[config.mk]
export PLATFORM = sky130hd
export DESIGN_NAME = scan_display_ctrl_flat
export DESIGN_NICKNAME = d
export VERILOG_FILES = /design/src/rtl/display_pkg.sv /design/src/rtl/scan_display_ctrl_if.sv /design/src/rtl/scan_prescaler.sv /design/src/rtl/scan_display_ctrl.sv /design/src/flat_wrapper.sv
export SDC_FILE = /design/constraint.sdc
export NUM_CORES = 1
export LEC_CHECK = 0
export CAP_MARGIN = 20
export CORE_MARGIN = 8
export CORE_UTILIZATION = 57
export DETAILED_ROUTE_END_ITERATION = 12
export PLACE_DENSITY = 0.85
export RECOVER_POWER = 50
export SKIP_CTS_REPAIR_TIMING = 1
export SLEW_MARGIN = 20
export SYNTH_ARGS = -nofsm -noshare
export SYNTH_HDL_FRONTEND = slang
export SYNTH_SLANG_ARGS = --single-unit
[constraint.sdc]
create_clock -name clk -period 5.85 [get_ports clk]
set_input_delay 0.8775 -clock clk [delete_from_list [all_inputs] [get_ports clk]]
set_output_delay 0.8775 -clock clk [all_outputs]
set_load 0.005 [all_outputs]
[src/rtl/display_pkg.sv]
// Shared display constants and helpers for the scan-driven display blocks.
// Provides the nibble width, the anode-off level (anodes are active-low),
// the per-digit output payload and the index-width helper.
package display_pkg;

    localparam int unsigned NIB_W = 4;

    // Level that turns a single anode off; anode buses are all-ones when dark.
    localparam logic ANODE_OFF = 1'b1;

    // Payload shown for the active digit.
    typedef struct packed {
        logic [NIB_W-1:0] hex;
        logic             pt;
        logic             le;
    } digit_out_t;

    // Width of a digit index; never less than 1 bit.
    function automatic int unsigned idx_w(input int unsigned n);
        return (n < 2) ? 1 : $clog2(n);
    endfunction

endpackage

[src/rtl/scan_display_ctrl_if.sv]
// Bus between a display data source and scan_display_ctrl.
// master: drives digit data, load strobe, brightness and blank; sees scan outputs.
// slave : the controller; consumes the data and drives hex_o/p_o/le_o/an_o/scan_o/frame_done.
interface scan_display_ctrl_if #(
    parameter int unsigned DIGITS   = 8,
    parameter int unsigned BRIGHT_W = 3
);
    import display_pkg::*;

    localparam int unsigned IDX_W = idx_w(DIGITS);

    logic [NIB_W*DIGITS-1:0] hex_in;
    logic [DIGITS-1:0]       point_in;
    logic [DIGITS-1:0]       le_in;
    logic [DIGITS-1:0]       blink_in;
    logic                    load;
    logic [BRIGHT_W-1:0]     brightness;
    logic                    blank;

    logic [NIB_W-1:0]        hex_o;
    logic                    p_o;
    logic                    le_o;
    logic [DIGITS-1:0]       an_o;
    logic [IDX_W-1:0]        scan_o;
    logic                    frame_done;

    modport master (
        output hex_in, point_in, le_in, blink_in, load, brightness, blank,
        input  hex_o, p_o, le_o, an_o, scan_o, frame_done
    );

    modport slave (
        input  hex_in, point_in, le_in, blink_in, load, brightness, blank,
        output hex_o, p_o, le_o, an_o, scan_o, frame_done
    );

endinterface

[src/rtl/scan_prescaler.sv]
// Free-running refresh prescaler shared by the display/LED/keypad scanners.
// Ports: clk, rst_n (async active-low), div_cnt (registered counter),
//        tick_c (combinational, high while div_cnt is all-ones).
module scan_prescaler #(
    parameter int unsigned DIV_LOG2 = 16
) (
    input  logic                clk,
    input  logic                rst_n,
    output logic [DIV_LOG2-1:0] div_cnt,
    output logic                tick_c
);

    // Wraps naturally; one slot is 2^DIV_LOG2 cycles.
    always_ff @(posedge clk or negedge rst_n) begin
        if (!rst_n) begin
            div_cnt <= '0;
        end else begin
            div_cnt <= div_cnt + DIV_LOG2'(1);
        end
    end

    assign tick_c = &div_cnt;

endmodule

[src/rtl/scan_display_ctrl.sv]
// Self-timed multi-digit display scanner with tear-free double-buffered load,
// per-digit blink and global PWM brightness.
// Ports: clk, rst_n (async active-low), bus (scan_display_ctrl_if.slave):
//   inputs  hex_in/point_in/le_in/blink_in/load/brightness/blank
//   outputs hex_o/p_o/le_o (active digit), an_o (active-low anodes),
//           scan_o (active index), frame_done (one-cycle frame pulse).
module scan_display_ctrl
    import display_pkg::*;
#(
    parameter int unsigned DIGITS     = 8,
    parameter int unsigned DIV_LOG2   = 16,
    parameter int unsigned BRIGHT_W   = 3,
    parameter int unsigned BLINK_LOG2 = 6
) (
    input logic               clk,
    input logic               rst_n,
    scan_display_ctrl_if.slave bus
);

    localparam int unsigned      IDX_W    = idx_w(DIGITS);
    localparam int unsigned      HEX_W    = NIB_W * DIGITS;
    localparam logic [IDX_W-1:0] IDX_LAST = IDX_W'(DIGITS - 1);
    localparam logic [DIGITS-1:0] AN_OFF  = {DIGITS{ANODE_OFF}};

    logic [DIV_LOG2-1:0]   div_cnt;
    logic                  tick_c;
    logic [DIV_LOG2-1:0]   div_nxt_c;

    logic [IDX_W-1:0]      idx,      idx_nxt_c;
    logic                  pending,  pending_nxt_c;
    logic [HEX_W-1:0]      hex_s,    hex_nxt_c;
    logic [DIGITS-1:0]     pt_s,     pt_nxt_c;
    logic [DIGITS-1:0]     le_s,     le_nxt_c;
    logic [DIGITS-1:0]     blk_s,    blk_nxt_c;
    logic [BLINK_LOG2-1:0] frame_cnt, frame_nxt_c;
    logic                  blink_ph, blink_ph_nxt_c;

    logic                  boundary_c;
    logic                  capture_c;
    logic                  blk_sel_c;
    logic                  on_c;
    logic [DIGITS-1:0]     an_sel_c;
    logic [DIGITS-1:0]     an_nxt_c;
    digit_out_t            out_nxt_c;

    digit_out_t            out_q;
    logic [DIGITS-1:0]     an_q;
    logic [IDX_W-1:0]      scan_q;
    logic                  frame_done_q;

    scan_prescaler #(
        .DIV_LOG2 (DIV_LOG2)
    ) u_prescaler (
        .clk     (clk),
        .rst_n   (rst_n),
        .div_cnt (div_cnt),
        .tick_c  (tick_c)
    );

    // Next-state logic. Output registers are loaded from the next-state values
    // so that scan_o, frame_done and freshly captured shadows line up on the
    // first cycle of a new frame.
    always_comb begin
        div_nxt_c      = div_cnt + DIV_LOG2'(1);
        boundary_c     = tick_c && (idx == IDX_LAST);
        capture_c      = boundary_c && (pending || bus.load);

        idx_nxt_c      = idx;
        pending_nxt_c  = pending;
        hex_nxt_c      = hex_s;
        pt_nxt_c       = pt_s;
        le_nxt_c       = le_s;
        blk_nxt_c      = blk_s;
        frame_nxt_c    = frame_cnt;
        blink_ph_nxt_c = blink_ph;

        if (tick_c) begin
            idx_nxt_c = (idx == IDX_LAST) ? '0 : idx + IDX_W'(1);
        end

        // A load on the boundary cycle itself is captured immediately.
        if (boundary_c) begin
            pending_nxt_c = 1'b0;
        end else if (bus.load) begin
            pending_nxt_c = 1'b1;
        end

        if (capture_c) begin
            hex_nxt_c = bus.hex_in;
            pt_nxt_c  = bus.point_in;
            le_nxt_c  = bus.le_in;
            blk_nxt_c = bus.blink_in;
        end

        if (boundary_c) begin
            frame_nxt_c = frame_cnt + BLINK_LOG2'(1);
            if (&frame_cnt) begin
                blink_ph_nxt_c = ~blink_ph;
            end
        end

        // Select the active digit's payload and anode.
        out_nxt_c = '0;
        blk_sel_c = 1'b0;
        an_sel_c  = AN_OFF;
        for (int unsigned i = 0; i < DIGITS; i++) begin
            if (idx_nxt_c == IDX_W'(i)) begin
                out_nxt_c.hex = hex_nxt_c[NIB_W*i +: NIB_W];
                out_nxt_c.pt  = pt_nxt_c[i];
                out_nxt_c.le  = le_nxt_c[i];
                blk_sel_c     = blk_nxt_c[i];
                an_sel_c[i]   = ~ANODE_OFF;
            end
        end

        // PWM compares the top BRIGHT_W bits of the slot counter.
        on_c = !bus.blank
            && !(blk_sel_c && blink_ph_nxt_c)
            && (div_nxt_c[DIV_LOG2-1 -: BRIGHT_W] <= bus.brightness);

        an_nxt_c = on_c ? an_sel_c : AN_OFF;
    end

    // Scan, load and blink state.
    always_ff @(posedge clk or negedge rst_n) begin
        if (!rst_n) begin
            idx       <= '0;
            pending   <= 1'b0;
            hex_s     <= '0;
            pt_s      <= '0;
            le_s      <= '0;
            blk_s     <= '0;
            frame_cnt <= '0;
            blink_ph  <= 1'b0;
        end else begin
            idx       <= idx_nxt_c;
            pending   <= pending_nxt_c;
            hex_s     <= hex_nxt_c;
            pt_s      <= pt_nxt_c;
            le_s      <= le_nxt_c;
            blk_s     <= blk_nxt_c;
            frame_cnt <= frame_nxt_c;
            blink_ph  <= blink_ph_nxt_c;
        end
    end

    // Output registers.
    always_ff @(posedge clk or negedge rst_n) begin
        if (!rst_n) begin
            out_q        <= '0;
            an_q         <= AN_OFF;
            scan_q       <= '0;
            frame_done_q <= 1'b0;
        end else begin
            out_q        <= out_nxt_c;
            an_q         <= an_nxt_c;
            scan_q       <= idx_nxt_c;
            frame_done_q <= boundary_c;
        end
    end

    assign bus.hex_o      = out_q.hex;
    assign bus.p_o        = out_q.pt;
    assign bus.le_o       = out_q.le;
    assign bus.an_o       = an_q;
    assign bus.scan_o     = scan_q;
    assign bus.frame_done = frame_done_q;

endmodule

[src/flat_wrapper.sv]
// flat-port wrapper written by rule: the top's interface ports become plain ports
module scan_display_ctrl_flat import display_pkg::*;
#(
    parameter int unsigned DIGITS     = 8,
    parameter int unsigned DIV_LOG2   = 16,
    parameter int unsigned BRIGHT_W   = 3,
    parameter int unsigned BLINK_LOG2 = 6
)
  (clk, rst_n, bus_hex_in, bus_point_in, bus_le_in, bus_blink_in, bus_load, bus_brightness, bus_blank, bus_hex_o, bus_p_o, bus_le_o, bus_an_o, bus_scan_o, bus_frame_done);
  scan_display_ctrl_if #(.DIGITS(DIGITS), .BRIGHT_W(BRIGHT_W)) bus_i ();
  input logic clk;
  input logic rst_n;
  input wire logic [$bits(bus_i.hex_in)-1:0] bus_hex_in;
  input wire logic [$bits(bus_i.point_in)-1:0] bus_point_in;
  input wire logic [$bits(bus_i.le_in)-1:0] bus_le_in;
  input wire logic [$bits(bus_i.blink_in)-1:0] bus_blink_in;
  input wire logic [$bits(bus_i.load)-1:0] bus_load;
  input wire logic [$bits(bus_i.brightness)-1:0] bus_brightness;
  input wire logic [$bits(bus_i.blank)-1:0] bus_blank;
  output wire logic [$bits(bus_i.hex_o)-1:0] bus_hex_o;
  output wire logic [$bits(bus_i.p_o)-1:0] bus_p_o;
  output wire logic [$bits(bus_i.le_o)-1:0] bus_le_o;
  output wire logic [$bits(bus_i.an_o)-1:0] bus_an_o;
  output wire logic [$bits(bus_i.scan_o)-1:0] bus_scan_o;
  output wire logic [$bits(bus_i.frame_done)-1:0] bus_frame_done;
  assign bus_i.hex_in = bus_hex_in;
  assign bus_i.point_in = bus_point_in;
  assign bus_i.le_in = bus_le_in;
  assign bus_i.blink_in = bus_blink_in;
  assign bus_i.load = bus_load;
  assign bus_i.brightness = bus_brightness;
  assign bus_i.blank = bus_blank;
  assign bus_hex_o = bus_i.hex_o;
  assign bus_p_o = bus_i.p_o;
  assign bus_le_o = bus_i.le_o;
  assign bus_an_o = bus_i.an_o;
  assign bus_scan_o = bus_i.scan_o;
  assign bus_frame_done = bus_i.frame_done;
  scan_display_ctrl #(.DIGITS(DIGITS), .DIV_LOG2(DIV_LOG2), .BRIGHT_W(BRIGHT_W), .BLINK_LOG2(BLINK_LOG2)) u_core (.clk(clk), .rst_n(rst_n), .bus(bus_i));
endmodule
==> results.cfg, run 1 <==
[sta]
setup_slack_ns = 2.25
holdWs_ns = 0.467
hold_viol = 0
drv_slew = 101
period_share_pct = 61.5
min_period_ns = 3.60
relSlewSlack_pct = -8.98
setup-tns-final_ns = 0
finalSetupViolCount = 0
rsz0062_at_grt = false
worst_pin_slew_ns = 1.63
skew_ns = 0.0142
fmax_mhz = 278

[hold_path]
min_from = u_core.u_prescaler.div_cnt[0]
whs_path_depth = 1
hold_end = u_core.u_prescaler.div_cnt[0]
min_path_type = flop to flop

[detailed_routing]
firstDrtPassIters = 5
routed_wl_um = 11800
route.detailed.drc = 0
vias = 3881
ant_nets = 0
drt_iter0_drc = 249
routedWlPerCell_um = 17.5
post_drt_via_cell_ratio = 5.75

[logic_synthesis]
yosys_warnings = 0
ys_ff_latch = 98
syn_inst = 489
synth_area_leaders = dfrtp_1 (48%), nand2_1 (12%), dfstp_2 (4.4%)
synth_fp_nets = 559
synth_area_per_cell_um2 = 9.67
ys_async_sr_fraction_pct = 100
ys_top_cells_by_count = nand2_1 (150), dfrtp_1 (90), nor2_1 (24), nand3_1 (21), a21oi_1 (17)
synth_edf_count = 0
yosys.area.top_type = dfrtp_1
yosysMostFrequentCell = nand2_1
synthFlopType = dfrtp_1
synth_area_mm2 = 0.00473
synth_top_cell_area_share_pct = 47.6
synth_seq_area_share_pct = 52.1
synth_cell_types = 47

[critical_path]
critPathTopFamily = simple AND/OR/NAND/NOR gates
cp_slowest_cell = mux2i_4
end_kind = flop
reg2reg_to = u_core.bus.hex_o[0]
r2r_slack_ns = 2.25
criticalPathCategory = flop to flop
crit_chain = ha_1, nand4_1, nor4_4, buf_4, mux2i_4, nand2b_1, a21oi_1, or4_1, a221o_1
arrival_ns = 3.85
max_stage_delay_ns = 0.67
r2r_cells = 9
cp_num_buf_inv = 1
cp_max_fo = 23
critPathRequiredTime_ns = 6.11
r2r_start = u_core.u_prescaler.div_cnt[0]
crit_path_start_kind = flop

[clocking]
clockBufferDepth = 2
clock_latency_ns = 0.37
cts_root_buf = clkbuf_8
cts_tree = yes
cts_buffers = 9
clock_sinks = 98
htree_levels = 3
path_clk_slew_ns = 0.09

[grt]
grt_max_degree = 69
grt_pass1_vias = 3952
gr-total-overflow = 0
grt_pass1_wl_um = 19300
grt_antenna_before_repair = 0
grt_util_all_layers_pct = 21.1

[die]
ioPinCount = 81
die_h_um = 107
die_area_mm2 = 0.0115
fp.dieW_um = 107
core_area_mm2 = 0.00813
rows = 33
start_util_pct = 58.1

[placement]
port_buffers = 80
place_congestion = 0.853
post_dp_cell_area_mm2 = 0.00560
dp_hpwl_um = 8550
dp_slack_ns = 2.00

[outcome]
violations = max-capacitance violations, max-slew violations
status = finished with violations

[power_and_ir_drop]
vdd_drop_max_mv = 0.171
p_per_area_mw_per_mm2 = 205
leakagePower_nw = 2.93

[finish]
area_delta_synth_final_pct = 22.5
fin_area_mm2 = 0.00579
layout.nets = 635
drive_gt1_share_pct = 8.77
diodes = 0

[job]
max_cap_violations = 2
==> per-layer routing <==
| layer | wire length [um] | global-route usage [%] | vias up | share of wire (%) |
|---|---|---|---|---|
| li1 | - | - | 1822 | - |
| met1 | 5160 | 28.1 | 1878 | 44 |
| met2 | 5470 | 32.4 | 148 | 46 |
| met3 | 773 | 4.20 | 33 | 6.6 |
| met4 | 379 | 9.95 | 0 | 3.2 |
| met5 | 0 | 0 | - | 0 |
==> placed cells by master (no fill, tap or decap), types with 3 or more instances in the layout <==
cell type and instances:
nand3b_1 3, or4_1 7, xor2_1 7, xnor2_1 13
o211a_1 6, nand2_1 150, a221o_1 6, dfrtp_1 90
a211oi_1 7, nand2b_1 3, mux2i_2 5, inv_1 15
nor2b_1 8, dfstp_2 8, and3_1 3, mux2i_1 6
a221oi_1 7, clkbuf_8 9, ha_1 7, nand3_1 21
nor3_1 5, o21ai_0 9, clkdlybuf4s50_1 79, nand4_1 11
mux2_2 11, nor2_1 24, a21oi_1 17
==> logic make-up after synthesis <==
logic type,count (synthesis),synth area share [%]
adder cells (fa/ha/maj),7,1.85
multiplexers,24,6.04
flip-flops,98,52.1
buffers and inverters,33,3.07
AO/OA/AOI/OAI,61,9.64
XOR/XNOR,20,3.71
AND/OR/NAND/NOR,246,23.6
==> metrics by stage <==
step	utilization, %	cells	power (mW)
5_1_grt	71.2	675	1.23
6_report	71.2	675	1.19
3_3_place_gp	68.9	659	0.757
4_1_cts	71.3	675	1.20
3_5_place_dp	68.9	659	0.757
2_1_floorplan	-	489	0.697
==> state kept, by name, indices dropped and copies added (netlist names) <==
signal	flops
u_core.blink_ph	1
u_core.blk_s	8
u_core.bus.an_o	8
u_core.bus.frame_done	1
u_core.bus.hex_o	4
u_core.bus.le_o	1
u_core.bus.p_o	1
u_core.frame_cnt	6
u_core.hex_s	32
u_core.idx	3
u_core.le_s	8
u_core.pending	1
u_core.pt_s	8
u_core.u_prescaler.div_cnt	16
==> power breakdown <==
part / internal (mW) / switching, mW / leakage, nW
clock: 0.200 / 0.243 / 0.0962
combinational: 0.0395 / 0.0251 / 1.52
sequential: 0.678 / 0.000142 / 1.32
total: 0.918 / 0.268 / 2.93
==> layout make-up <==
| cell class | instances | area [um^2] |
|---|---|---|
| Clock inverter | 7 | 76.3 |
| Multi-Input combinational cell | 358 | 2130 |
| Fill cell | 592 | 2340 |
| Timing Repair Buffer | 83 | 815 |
| Sequential cell | 98 | 2460 |
| Inverter | 15 | 56.3 |
| Tap cell | 105 | 131 |
| Clock buffer | 9 | 124 |
==> worst max-delay path by stage <==
stage	from	to	slack (ns)	cells past startpoint
CTS	u_core.u_prescaler.div_cnt[0]	u_core.bus.hex_o[0]	2.08	9
detailed placement	bus_load	u_core.bus.hex_o[2]	2.00	8
global route	rst_n	u_core.hex_s[25]	1.93	2
finish	u_core.u_prescaler.div_cnt[0]	u_core.bus.hex_o[0]	2.25	9
global placement	bus_load	u_core.bus.hex_o[2]	2.05	8
floorplan	bus_load	u_core.bus.hex_o[2]	2.97	9
Note: power is estimated with default switching activity, not from simulation.
==> run 2, diff against run 1 <==
- CORE_UTILIZATION: 57 -> 53
- PLACE_DENSITY: 0.85 -> 0.8
- clock period: 5.85 -> 3.53 ns (I/O delays scaled with it)
==> results.cfg, run 2 (synthesis results as in run 1) <==
[critical_path]
end_kind = flop
crit_path_start_kind = flop
r2r_start = u_core.u_prescaler.div_cnt[0]
critPathLaunch = u_core.u_prescaler.div_cnt[0]
cp_max_fo = 21
critPathRequiredTime_ns = 3.80
r2r_slack_ns = 0.41
r2r_cells = 9
crit_end = u_core.bus.hex_o[2]
criticalPathCategory = flop to flop
arrival_ns = 3.38
reg2reg_to = u_core.bus.hex_o[2]

[detailed_routing]
routed_wl_um = 12300
post_drt_via_cell_ratio = 5.73
firstDrtPassIters = 5
ant_nets = 0
vias = 3962
drt_iter0_drc = 304
routedWlPerCell_um = 17.8
route.detailed.drc = 0

[sta]
relSlewSlack_pct = -10.1
setup-tns-final_ns = 0
hold_viol = 0
fmax_mhz = 321
finalSetupViolCount = 0
worst_pin_slew_ns = 1.65
rsz0062_at_grt = false
min_period_ns = 3.12
skew_ns = 0.0119
drv_slew = 34
setup_slack_ns = 0.414
period_share_pct = 88.3

[finish]
n_fill_cell = 701
fin_area_mm2 = 0.00591
mostFrequentLayoutCell = nand2_1
final_core_util_pct = 68.2
area_delta_synth_final_pct = 25.1
layout.nets = 649
drive_gt1_share_pct = 11.0
diodes = 0
largest_register_ffs = 32
top_register = u_core.hex_s
layoutNonFillerInstCount = 692
reg_top3 = u_core.hex_s (32), u_core.u_prescaler.div_cnt (16)
final_cell_mix = nand2_1 (150), dfrtp_1 (90), clkdlybuf4s50_1 (79)

[clocking]
clock_sinks = 98
cts_root_buf = clkbuf_8
htree_levels = 3
path_clk_slew_ns = 0.10
clock_latency_ns = 0.38
clockBufferDepth = 2
cts_tree = yes
cts_buffers = 9

[power_and_ir_drop]
p_per_area_mw_per_mm2 = 336
leakagePower_nw = 3.01
vdd_drop_max_mv = 0.231

[grt]
grt_antenna_before_repair = 0
grt_max_degree = 37
grt_pass1_wl_um = 20000
grt_util_all_layers_pct = 20.0
gr-total-overflow = 0
grt_pass1_vias = 3977

[die]
die_area_mm2 = 0.0122
start_util_pct = 54.5
fp.dieW_um = 110
rows = 34
ioPinCount = 81
core_area_mm2 = 0.00868
die_h_um = 110

[placement]
place_congestion = 0.870
port_buffers = 80
dp_hpwl_um = 8890
dp_slack_ns = 0.431
post_dp_cell_area_mm2 = 0.00572
placed_cells = 676

[hold_path]
min_path_type = flop to flop

[outcome]
status = finished with violations
violations = max-capacitance violations, max-slew violations

[job]
max_cap_violations = 1
## run 2: how the worst min path moves through the flow
stage	from	end	depth (start not counted)
2_1_floorplan	rst_n	u_core.blink_ph	0
6_report	u_core.u_prescaler.div_cnt[0]	u_core.u_prescaler.div_cnt[0]	1
4_1_cts	rst_n	u_core.u_prescaler.div_cnt[4]	1
3_3_place_gp	u_core.hex_s[25]	u_core.hex_s[25]	2
5_1_grt	u_core.pt_s[0]	u_core.pt_s[0]	2
3_5_place_dp	u_core.hex_s[4]	u_core.hex_s[4]	2
## run 2: layout make-up
type	instances	area, um^2	area share, %
Multi-Input combinational cell	358	2130	36.0
Inverter	15	56.3	0.952
Clock buffer	10	138	2.33
Tap cell	108	135	2.28
Sequential cell	98	2460	41.6
Timing Repair Buffer	97	930	15.7
Clock inverter	6	65.1	1.10
## run 2: stage by stage
| step | hold slack (ns) | total power, mW |
|---|---|---|
| final | 0.474 | 1.99 |
| after global routing | 0.492 | 2.04 |
| after CTS | 0.0868 | 2.00 |
| after detailed placement | 0.451 | 1.26 |
| after global placement | 0.443 | 1.26 |
| after floorplan | 0.234 | 1.15 |
## run 2: report_power, final
part	internal, mW	total [mW]	switching [mW]	leakage (nW)
logic	0.0670	0.110	0.0430	1.58
registers	1.12	1.12	0.000266	1.32
clock network	0.348	0.752	0.404	0.103
total	1.54	1.99	0.447	3.01
## run 2: layer usage
metal	GRT usage, %	part of all wire (%)	vias up	wire length [um]
met3	4.60	6.2	28	761
met1	26.5	45	1923	5540
li1	-	-	1854	-
met4	9.82	2.6	0	318
met2	29.9	46	157	5680
met5	0	0	-	0
## run 2: worst max-delay path, cell delays in order (launching register included)
cell     delay [ns]
dfrtp_1        0.39
ha_1           0.26
nand4_4        0.18
nor4_4         0.27
buf_4          0.31
mux2_2         0.43
nand2_1        0.26
a21oi_1        0.06
or4_1          0.51
a221o_1        0.33
